File: config.mk
export PLATFORM = sky130hd
export DESIGN_NAME = odd_parity_tx
export DESIGN_NICKNAME = d
export VERILOG_FILES = /design/src/rtl/odd_parity_tx.sv
export SDC_FILE = /design/constraint.sdc
export NUM_CORES = 1
export LEC_CHECK = 0
export BUFFER_PORTS_ARGS = -buffer_cell sky130_fd_sc_hd__buf_2
export CAP_MARGIN = 20
export CORE_UTILIZATION = 57
export CTS_BUF_LIST = sky130_fd_sc_hd__clkbuf_4
export CTS_CLUSTER_DIAMETER = 50
export CTS_CLUSTER_SIZE = 30
export DETAILED_ROUTE_END_ITERATION = 6
export PLACE_DENSITY = 0.79
export SLEW_MARGIN = 25
export SYNTH_ARGS = -nofsm -noshare
export SYNTH_HDL_FRONTEND = slang
export SYNTH_SLANG_ARGS = --single-unit
File: constraint.sdc
create_clock -name clk -period 1.8 [get_ports clk]
set_clock_uncertainty 0.05 [all_clocks]
set_input_delay 0 -clock clk [delete_from_list [all_inputs] [get_ports clk]]
set_output_delay 0 -clock clk [all_outputs]
set_load 0.05 [all_outputs]
File: src/rtl/odd_parity_tx.sv
// rtl/odd_parity_tx.sv - serial framer: start bit, 4 data bits LSB first, parity bit, stop bit(s)
//
// Purpose:
//   Accepts a nibble plus its upstream-generated odd-parity bit over a
//   valid/ready handshake and shifts one frame out on a single serial line.
//   Frame: start(0), d0, d1, d2, d3, parity, stop(1) [, second stop(1)].
//   Each bit lasts CLKS_PER_BIT clock cycles. The parity bit is sent exactly
//   as supplied; it is not checked here.
//
// Configuration macro:
//   ODD_PARITY_TX_TWO_STOP_EN - when defined, a second stop bit (STOP2)
//   follows STOP, making the frame 8 bit periods long instead of 7.
//
// Parameters:
//   CLKS_PER_BIT - clock cycles per serial bit, legal range 2..255
//
// Ports:
//   clk    in  1  clock, all state updates on the rising edge
//   rst_n  in  1  synchronous active-low reset
//   data   in  4  nibble to send, sampled on acceptance
//   parity in  1  parity bit to send, sampled with data
//   valid  in  1  producer offers data/parity
//   ready  out 1  framer can accept (combinational, state == IDLE)
//   tx     out 1  serial line, registered, idles high
//   busy   out 1  registered, high from acceptance until the frame ends

module odd_parity_tx #(
    parameter int unsigned CLKS_PER_BIT = 4
) (
    input  logic       clk,
    input  logic       rst_n,
    input  logic [3:0] data,
    input  logic       parity,
    input  logic       valid,
    output logic       ready,
    output logic       tx,
    output logic       busy
);

    localparam int unsigned CNT_W = (CLKS_PER_BIT > 1) ? $clog2(CLKS_PER_BIT) : 1;
    localparam logic [CNT_W-1:0] CNT_MAX = CNT_W'(CLKS_PER_BIT - 1);

    typedef enum logic [2:0] {
        IDLE  = 3'd0,
        START = 3'd1,
        DATA  = 3'd2,
        PAR   = 3'd3,
`ifdef ODD_PARITY_TX_TWO_STOP_EN
        STOP  = 3'd4,
        STOP2 = 3'd5
`else
        STOP  = 3'd4
`endif
    } state_t;

    state_t           state, state_n;
    logic [CNT_W-1:0] cnt, cnt_n;
    logic [1:0]       idx, idx_n;
    // {parity, d3, d2, d1, d0}; shifted right at each bit boundary so that
    // bit 0 always holds the next bit to drive, and after the four data
    // shifts the parity bit has moved down into bit 0.
    logic [4:0]       sh, sh_n;
    logic             tx_q, tx_n;
    logic             busy_q, busy_n;
    logic             last;

    assign ready = (state == IDLE);
    assign tx    = tx_q;
    assign busy  = busy_q;

    always_ff @(posedge clk) begin
        if (!rst_n) begin
            state  <= IDLE;
            cnt    <= '0;
            idx    <= '0;
            sh     <= '0;
            tx_q   <= 1'b1;
            busy_q <= 1'b0;
        end else begin
            state  <= state_n;
            cnt    <= cnt_n;
            idx    <= idx_n;
            sh     <= sh_n;
            tx_q   <= tx_n;
            busy_q <= busy_n;
        end
    end

    always_comb begin
        state_n = state;
        idx_n   = idx;
        sh_n    = sh;
        tx_n    = tx_q;
        busy_n  = busy_q;
        last    = (cnt == CNT_MAX);
        // The bit timer restarts on every state change and is held at 0 in IDLE.
        cnt_n   = (state == IDLE || last) ? '0 : cnt + 1'b1;

        case (state)
            IDLE: begin
                tx_n   = 1'b1;
                busy_n = 1'b0;
                idx_n  = '0;
                if (valid) begin
                    sh_n    = {parity, data};
                    state_n = START;
                    tx_n    = 1'b0;
                    busy_n  = 1'b1;
                end
            end
            START: begin
                if (last) begin
                    tx_n    = sh[0];
                    sh_n    = {1'b0, sh[4:1]};
                    idx_n   = '0;
                    state_n = DATA;
                end
            end
            DATA: begin
                if (last) begin
                    // After d3 the shifted register presents the parity bit.
                    tx_n = sh[0];
                    sh_n = {1'b0, sh[4:1]};
                    if (idx == 2'd3) begin
                        state_n = PAR;
                    end else begin
                        idx_n = idx + 2'd1;
                    end
                end
            end
            PAR: begin
                if (last) begin
                    tx_n    = 1'b1;
                    state_n = STOP;
                end
            end
            STOP: begin
                if (last) begin
`ifdef ODD_PARITY_TX_TWO_STOP_EN
                    state_n = STOP2;
`else
                    state_n = IDLE;
                    busy_n  = 1'b0;
`endif
                end
            end
`ifdef ODD_PARITY_TX_TWO_STOP_EN
            STOP2: begin
                if (last) begin
                    state_n = IDLE;
                    busy_n  = 1'b0;
                end
            end
`endif
            default: begin
                state_n = IDLE;
                tx_n    = 1'b1;
                busy_n  = 1'b0;
                idx_n   = '0;
            end
        endcase
    end

endmodule

==> flow_metrics.env, run 1 <==
export IMPL_synth_compound_area_share_pct=19.6
export IMPL_final_core_util_pct=76.6
export IMPL_rr_worst_depth=4
export IMPL_core_um2=1170
export IMPL_setup_violations=0
export IMPL_fillers=87
export IMPL_vias=646
export IMPL_yosysSeqAreaShare_pct=36.5
export IMPL_power_density_nw_per_um2=700
export IMPL_yosysMostFrequentCell="dfxtp_1"
export IMPL_synthArstFlopShare_pct=0
export IMPL_synth_simple_area_share_pct=20.9
export IMPL_finalWirelength_um=1590
export IMPL_drv_slew=0
export IMPL_post_cts_buffers=0
export IMPL_fin_nets=107
export IMPL_yosysTopAreaCell="dfxtp_1"
export IMPL_die_x_um=38.7
export IMPL_grt_pass1_vias=640
export IMPL_drc=0
export IMPL_fin_hold_ws_ps=31.9
export IMPL_synth_area_um2=767
export IMPL_dpl_cell_count=104
export IMPL_final_cells=109
export IMPL_synth_top_family_by_area="simple AND/OR/NAND/NOR gates"
export IMPL_path_clk_slew_ps=80
export IMPL_detailed_place_hpwl_um=1090
export IMPL_p_leak_nw=0.373
export IMPL_hp_class="input port to register"
export IMPL_cp_arrival_ps=1860
export IMPL_peakVddDrop_mv=0.501
export IMPL_critical_path_class="register to register"
export IMPL_post_route_min_period_ps=1740
export IMPL_cts_root_buf="clkbuf_4"
export IMPL_worstMarginPinSlew_ps=470
export IMPL_synth_fp_nets=92
export IMPL_finalCritPeriodShare_pct=96.9
export IMPL_max_slew_margin_pct=68.5
export IMPL_antenna_left=0
export IMPL_overflow=0
export IMPL_synthTopCellsByCount="14 x dfxtp_1, 9 x nor2_1, 5 x nand2_1, 5 x o21bai_1"
export IMPL_rows=12
export IMPL_yosysWarningCount=0
export IMPL_synth_edff_count=0
export IMPL_final_hold_violation_count=0
export IMPL_track_usage_pct=25.8
export IMPL_die_area_um2=1500
export IMPL_cts_max_path_buffers=2
export IMPL_synth_top_area_share_pct=36.5
export IMPL_port_buffers=10
export IMPL_min_path_cells=3
export IMPL_antenna_found_initial=0
export IMPL_wire_per_inst_um=14.6
export IMPL_n_antenna_cell=0
export IMPL_htreeDepth=1
export IMPL_cts_num_sinks=14
export IMPL_yosys_mux_area_fraction_pct=13.4
export IMPL_endpoint_kind="register"
export IMPL_io_pins=11
export IMPL_cts_buffers=3
export IMPL_drive_gt1_share_pct=26.3
export IMPL_max_cap_violations=0
export IMPL_synth_area_leaders="dfxtp_1 37%, mux2_2 5.9%, o311a_1 5.2%, o21bai_1 4.9%, nor2_1 4.4%"
export IMPL_syn_to_final_growth_pct=17.0
export IMPL_first_pass_iters=4
export IMPL_crit_path_start_kind="register"
export IMPL_syn_inst=82
export IMPL_rsz0062_at_grt="no"
export IMPL_synth_fa_ha_area_share_pct=3.26
export IMPL_synthXorXnorAreaFrac_pct=2.28
export IMPL_setup_tns_ps=0
export IMPL_syn_area_per_cell_um2=9.35
export IMPL_required_ps=1920
export IMPL_place_gp_congestion=0.835
export IMPL_die_h_um=38.7
export IMPL_start_util_pct=65.5
export IMPL_status="finished, final reports clean"
export IMPL_grt_pass1_wl_um=2630
export IMPL_dr_first_iter_drc_count=11
export IMPL_synth_ff_latch_count=14
export IMPL_insertion_delay_ps=270
export IMPL_grt_max_degree=22
export IMPL_crit_fanout=5
export IMPL_ys_flop_type="dfxtp_1"
export IMPL_ys_types=38
export IMPL_fmax_mhz=574
export IMPL_via_per_inst=5.93
export IMPL_cts_tree="built"
-- critical path, cell delays in order, from the launching register on --
cell and delay (ps):
dfxtp_1 430, xnor2_1 100, nor2_1 380, mux2_2 390, o311a_1 280
-- layer usage --
layer	share of wire (%)	up-vias	GRT usage, %
met1	48	301	30.7
met3	2.3	4	3.47
met4	1.7	0	14.7
li1	-	328	-
met5	0	-	0
met2	48	13	43.8
-- sequential cells by signal (all words and copies together) (netlist names) --
signal / cells
idx: 2
state: 3
busy: 1
tx: 1
sh: 5
cnt: 2
-- final cells by class --
type	count	area, µm²	area share, %
Sequential cell	14	280	31.2
Multi-Input combinational cell	61	473	52.7
Tap cell	14	17.5	1.95
Inverter	1	3.75	0.418
Clock buffer	3	22.5	2.51
Timing Repair Buffer	16	100	11.2
-- kinds of logic after synthesis --
family / Yosys count
compound gates: 20
simple gates: 29
fa+ha+maj: 2
buf+inv: 7
xor+xnor: 2
flops: 14
mux: 8
-- placed cells by master, fill, tap and decap left out, types with 2 or more instances in the layout --
cell	n
mux2_2	4
mux2i_1	2
buf_4	4
nor2b_1	2
clkbuf_4	3
o311a_1	4
dfxtp_1	14
o21ai_0	4
buf_2	10
nor2_1	9
nand2_1	5
dlygate4sd3_1	2
o21bai_1	5
-- power breakdown --
| part | internal [mW] | switching [mW] |
|---|---|---|
| combinational | 0.0555 | 0.0644 |
| clock | 0.0775 | 0.0961 |
| sequential | 0.325 | 0.00920 |
-- through the flow --
stage | power, mW | setup slack (ps) | area [µm²]
final | 0.628 | 56.4 | 897
after detailed placement | 0.456 | 69.6 | 842
after floorplan | 0.428 | 196 | 772
after CTS | 0.627 | 33.2 | 885
after global routing | 0.647 | 2.42 | 897
after global placement | 0.451 | 134 | 842
-- repair_timing --
action / 4_1_cts / 5_1_grt
endpoints found under the hold margin: 2 / 0
setup endpoints to repair: 0 / 1
hold buffers: 2 / 0
gates resized for setup: 0 / 2
-- final timing paths --
path	startpoint	endpoint	slack, ps
worst max-delay path	state[1]$_SDFFE_PN0P_	sh[2]$_SDFFE_PN0P_	60
worst min-delay path	data[3]	sh[3]$_SDFFE_PN0P_	30
worst max register to register	state[1]$_SDFFE_PN0P_	sh[2]$_SDFFE_PN0P_	60
worst min register to register	idx[1]$_SDFFE_PN0P_	idx[1]$_SDFFE_PN0P_	420
(Power assumes the default switching activity.)
==> inputs of run 2 (changes only) <==
==> constraint.sdc (replaced) <==
create_clock -name clk -period 2 [get_ports clk]
set_clock_uncertainty 0.05 [all_clocks]
set_input_delay 0 -clock clk [delete_from_list [all_inputs] [get_ports clk]]
set_output_delay 0 -clock clk [all_outputs]
set_load 0.05 [all_outputs]
==> run 2 against run 1 <==
Largest cell class unchanged. Critical path type unchanged. Critical path depth is 1 higher. Final cell count decreased by 0.92%. Sequential power decreased by 11%. Register-to-register slack improved by 180 ps. Core utilization decreased by 1.7 points. Power fell by 11%.
==> flow_metrics.env, run 2 (same netlist as run 1, synthesis figures left out) <==
export IMPL_die_area_um2=1500
export IMPL_syn_to_final_growth_pct=14.4
export IMPL_drc=0
export IMPL_power_density_nw_per_um2=636
export IMPL_place_area_um2=835
export IMPL_worstMarginPinSlew_ps=415
export IMPL_max_cap_violations=0
export IMPL_antenna_found_initial=0
export IMPL_crit_path_start_kind="register"
export IMPL_grt_pass1_vias=511
export IMPL_largestRegisters="sh x5, state x3"
export IMPL_first_pass_iters=4
export IMPL_wl_met3_um=38
export IMPL_post_cts_buffers=0
export IMPL_drv_slew=0
export IMPL_hp_class="input port to register"
export IMPL_rows=12
export IMPL_top_layer_used="met4"
export IMPL_die_h_um=38.7
export IMPL_ctsResizeCount=0
export IMPL_insertion_delay_ps=270
export IMPL_path_clk_slew_ps=80
export IMPL_grt_max_degree=22
export IMPL_layout_setup_ws_ps=236
export IMPL_swShare_pct=26.1
export IMPL_rsz0062_at_grt="no"
export IMPL_route_met2_wl_um=619
export IMPL_vias=623
export IMPL_largest_reg_flops=5
export IMPL_p_total_uw=557
export IMPL_max_slew_margin_pct=72.3
export IMPL_setup_tns_ps=0
export IMPL_detailed_place_hpwl_um=994
export IMPL_endpoint_kind="register"
export IMPL_finalWirelength_um=1390
export IMPL_p_leak_nw=0.370
export IMPL_top_register="sh"
export IMPL_seqPwrFrac_pct=53.7
export IMPL_wire_per_inst_um=12.9
export IMPL_internal_power_uw=412
export IMPL_pwr_share_comb_pct=19.0
export IMPL_cts_max_path_buffers=2
export IMPL_seq_area_um2=280
export IMPL_crit_fanout=10
export IMPL_cts_root_buf="clkbuf_4"
export IMPL_critical_path_class="register to register"
export IMPL_via_per_inst=5.77
export IMPL_cts_num_sinks=14
export IMPL_post_route_min_period_ps=1760
export IMPL_track_usage_pct=22.9
export IMPL_overflow=0
export IMPL_power_net_switching_uw=146
export IMPL_drive_gt1_share_pct=24.5
export IMPL_required_ps=2160
export IMPL_port_buffers=10
export IMPL_fin_hold_ws_ps=20.8
export IMPL_core_um2=1170
export IMPL_fillers=95
export IMPL_finalCritPeriodShare_pct=88.2
export IMPL_final_hold_violation_count=0
export IMPL_multi_input_area_um2=460
export IMPL_clkPwrFrac_pct=27.3
export IMPL_htreeDepth=1
export IMPL_antenna_left=0
export IMPL_setup_violations=0
export IMPL_cp_arrival_ps=1920
export IMPL_place_gp_congestion=0.792
export IMPL_final_cell_mix="14 x dfxtp_1, 10 x buf_2, 9 x nor2_1"
export IMPL_start_util_pct=65.5
export IMPL_wl_met1_um=714
export IMPL_final_cell_area_um2=877
export IMPL_cts_tree="built"
export IMPL_n_antenna_cell=0
export IMPL_grt_pass1_wl_um=2290
export IMPL_fmax_mhz=567
export IMPL_status="finished, final reports clean"
export IMPL_dr_first_iter_drc_count=4
export IMPL_cts_buffers=3
export IMPL_die_x_um=38.7
export IMPL_io_pins=11
export IMPL_peakVddDrop_mv=0.467
export IMPL_place_ws_ps=260
export IMPL_fin_nets=106
export IMPL_final_common_cell="dfxtp_1"
run 2: changes by cell type in the layout (fill, tap and decap cells not counted), sizes merged:
cell	change
buf	-1
run 2: repair_timing:
action / in CTS / in global routing
endpoints found under the hold margin: 2 / 0
hold buffers: 2 / 0
endpoints found under the setup margin: 0 / 0
run 2: final timing paths:
kind	cells after the start	end	startpoint	slack, ps
worst max-delay path	5	sh[4]$_SDFFE_PN0P_	cnt[0]$_SDFF_PP0_	240
worst min-delay path	3	sh[4]$_SDFFE_PN0P_	parity	20
worst max register to register	5	sh[4]$_SDFFE_PN0P_	cnt[0]$_SDFF_PP0_	240
worst min register to register	1	cnt[0]$_SDFF_PP0_	cnt[0]$_SDFF_PP0_	380
run 2: worst max-delay path, cell delays in order, from the launching register on:
cell,delay (ps)
dfxtp_1,340
ha_1,330
and2b_1,230
mux2i_4,130
or4b_1,480
a21boi_1,140
run 2: routing by layer:
| layer | vias to the layer above | track usage [%] |
|---|---|---|
| li1 | 327 | - |
| met1 | 285 | 31.7 |
| met2 | 9 | 33.3 |
| met3 | 2 | 5.20 |
| met4 | 0 | 10.3 |
| met5 | - | 0 |
run 2: power groups by stage:
stage               combinational, mW  sequential [mW]  clock, mW
floorplan                      0.0700            0.315          0
global placement                0.100            0.305          0
detailed placement              0.103            0.306          0
CTS                             0.107            0.299      0.157
global route                    0.116            0.301      0.169
finish                          0.106            0.299      0.152
run 2: layout make-up:
| class | instances | area share (%) |
|---|---|---|
| Timing Repair Buffer | 15 | 10.6 |
| Multi-Input combinational cell | 61 | 52.5 |
| Inverter | 1 | 0.428 |
| Clock buffer | 3 | 2.57 |
| Tap cell | 14 | 2.00 |
| Sequential cell | 14 | 32.0 |
run 2: metrics by stage:
| step | utilization (%) | std cells |
|---|---|---|
| finish | 74.9 | 108 |
| global route | 74.9 | 108 |
| CTS | 74.9 | 108 |
| detailed placement | 71.3 | 103 |
| global placement | 71.3 | 103 |
| floorplan | - | 82 |
==> inputs of run 3 (changes only) <==
--- a/config.mk
+++ b/config.mk
@@ -7,12 +7,14 @@
 export LEC_CHECK = 0
 export BUFFER_PORTS_ARGS = -buffer_cell sky130_fd_sc_hd__buf_2
 export CAP_MARGIN = 20
-export CORE_UTILIZATION = 57
+export CORE_AREA = 2 2 39 41
 export CTS_BUF_LIST = sky130_fd_sc_hd__clkbuf_4
 export CTS_CLUSTER_DIAMETER = 50
 export CTS_CLUSTER_SIZE = 30
 export DETAILED_ROUTE_END_ITERATION = 6
-export PLACE_DENSITY = 0.79
+export DIE_AREA = 0 0 41 43
+export GPL_TIMING_DRIVEN = 0
+export PLACE_DENSITY = 0.8
 export SLEW_MARGIN = 25
 export SYNTH_ARGS = -nofsm -noshare
 export SYNTH_HDL_FRONTEND = slang
==> constraint.sdc (replaced) <==
create_clock -name clk -period 2.2 [get_ports clk]
set_clock_uncertainty 0.05 [all_clocks]
set_input_delay 0 -clock clk [delete_from_list [all_inputs] [get_ports clk]]
set_output_delay 0 -clock clk [all_outputs]
set_load 0.05 [all_outputs]
==> run 3 against run 2 <==
Setup slack better by 190 ps. Largest cell class unchanged. First-iteration DRC count grew to 2.5 times the previous value. Non-clock buffer count is 3 higher.
==> flow_metrics.env, run 3 (same netlist as run 1, synthesis figures left out) <==
export IMPL_wire_per_inst_um=13.6
export IMPL_largest_reg_flops=5
export IMPL_p_leak_nw=0.370
export IMPL_core_um2=1380
export IMPL_p_total_uw=516
export IMPL_post_route_min_period_ps=1770
export IMPL_cts_num_sinks=14
export IMPL_finalWirelength_um=1550
export IMPL_cts_root_buf="clkbuf_4"
export IMPL_grt_pass1_wl_um=2570
export IMPL_detailed_place_hpwl_um=1110
export IMPL_required_ps=2370
export IMPL_r2r_end="sh[4]$_SDFFE_PN0P_"
export IMPL_slowest_stage="or4b_1"
export IMPL_top_register="sh"
export IMPL_track_usage_pct=21.9
export IMPL_place_gp_congestion=0.749
export IMPL_drive_gt1_share_pct=21.4
export IMPL_htreeDepth=1
export IMPL_fin_nets=109
export IMPL_final_core_util_pct=63.8
export IMPL_insertion_delay_ps=280
export IMPL_syn_to_final_growth_pct=15.2
export IMPL_startpoint="cnt[0]$_SDFF_PP0_"
export IMPL_rr_worst_depth=6
export IMPL_dr_first_iter_drc_count=10
export IMPL_r2r_setup_slack_ps=430
export IMPL_via_per_inst=5.67
export IMPL_antenna_left=0
export IMPL_cp_arrival_ps=1940
export IMPL_crit_path_start_kind="register"
export IMPL_final_hold_violation_count=0
export IMPL_cts_buffers=3
export IMPL_crit_fanout=10
export IMPL_rr_startpoint="cnt[0]$_SDFF_PP0_"
export IMPL_max_slew_margin_pct=70.1
export IMPL_fmax_mhz=564
export IMPL_drc=0
export IMPL_die_area_um2=1760
export IMPL_start_util_pct=55.4
export IMPL_cts_tree="built"
export IMPL_die_x_um=41
export IMPL_power_density_nw_per_um2=584
export IMPL_fin_hold_ws_ps=5.95
export IMPL_setup_tns_ps=0
export IMPL_die_h_um=43
export IMPL_layout_setup_ws_ps=428
export IMPL_vias=646
export IMPL_fillers=122
export IMPL_dpl_cell_count=108
export IMPL_final_cell_mix="14 x dfxtp_1, 11 x buf_2, 9 x nor2_1"
export IMPL_path_clk_slew_ps=80
export IMPL_min_path_cells=3
export IMPL_first_pass_iters=4
export IMPL_final_cell_area_um2=883
export IMPL_path_cells="ha_1, buf_2, and2b_1, mux2i_4, or4b_1, a21boi_1"
export IMPL_overflow=0
export IMPL_finalCritPeriodShare_pct=80.5
export IMPL_rows=14
export IMPL_worstMarginPinSlew_ps=448
export IMPL_endpoint_kind="register"
export IMPL_final_common_cell="dfxtp_1"
export IMPL_final_cells=114
export IMPL_peakVddDrop_mv=0.327
export IMPL_grt_pass1_vias=613
export IMPL_drv_slew=0
export IMPL_n_antenna_cell=0
export IMPL_cts_max_path_buffers=2
export IMPL_place_ws_ps=454
export IMPL_cp_endpoint="sh[4]$_SDFFE_PN0P_"
export IMPL_place_area_um2=837
export IMPL_post_cts_buffers=0
export IMPL_min_from="parity"
export IMPL_hp_class="input port to register"
export IMPL_antenna_found_initial=0
export IMPL_max_cap_violations=0
export IMPL_rsz0062_at_grt="no"
export IMPL_largestRegisters="sh x5, state x3"
export IMPL_critical_path_class="register to register"
export IMPL_cp_slowest_stage_delay_ps=490
export IMPL_status="finished, final reports clean"
export IMPL_io_pins=11
export IMPL_grt_max_degree=11
export IMPL_port_buffers=10
export IMPL_setup_violations=0
-- run 3: cell count changes in the layout (fill, tap and decap cells not counted), sizes merged --
cell    change
clkbuf      +4
buf         -1
clkinv      +1
-- run 3: power by group --
group | switching (mW) | total [mW] | internal (mW)
combinational | 0.0527 | 0.0973 | 0.0446
sequential | 0.00570 | 0.272 | 0.266
clock | 0.0811 | 0.147 | 0.0658
-- run 3: critical path, delay by kind of cell (launching register included) --
kind	cells	cell delay, ps
AO/OA/AOI/OAI	1	140
adder cells (fa/ha/maj)	1	140
buffers and inverters	1	200
flip-flops	1	350
multiplexers	1	140
AND/OR/NAND/NOR	2	700
-- run 3: how the worst min path moves through the flow --
stage	to	slack (ps)
detailed placement	cnt[1]$_SDFF_PP0_	260
finish	sh[4]$_SDFFE_PN0P_	6
global placement	busy$_SDFFE_PN0P_	250
global route	sh[4]$_SDFFE_PN0P_	2
CTS	sh[4]$_SDFFE_PN0P_	4
floorplan	cnt[1]$_SDFF_PP0_	110
-- run 3: layer usage --
layer  part of all wire [%]  routed length [µm]  track usage (%)  up-vias
li1                       -                   -                -      333
met1                     47                 726             27.2      303
met2                     49                 765             33.1        6
met3                    2.3                  35             6.28        4
met4                    1.6                  25             10.7        0
met5                      0                   0                0        -
-- run 3: timing repair --
action                                 CTS  global route
hold buffers                             2             0
endpoints found under the hold margin    5             0
resized for setup                        0             0
-- run 3: layout make-up --
class	count	area [µm²]	area share [%]
Tap cell	16	20.0	2.27
Inverter	1	3.75	0.425
Timing Repair Buffer	12	70.1	7.93
Clock buffer	3	22.5	2.55
Multi-Input combinational cell	61	455	51.6
Buffer	6	27.5	3.12
Clock inverter	1	3.75	0.425
Sequential cell	14	280	31.7
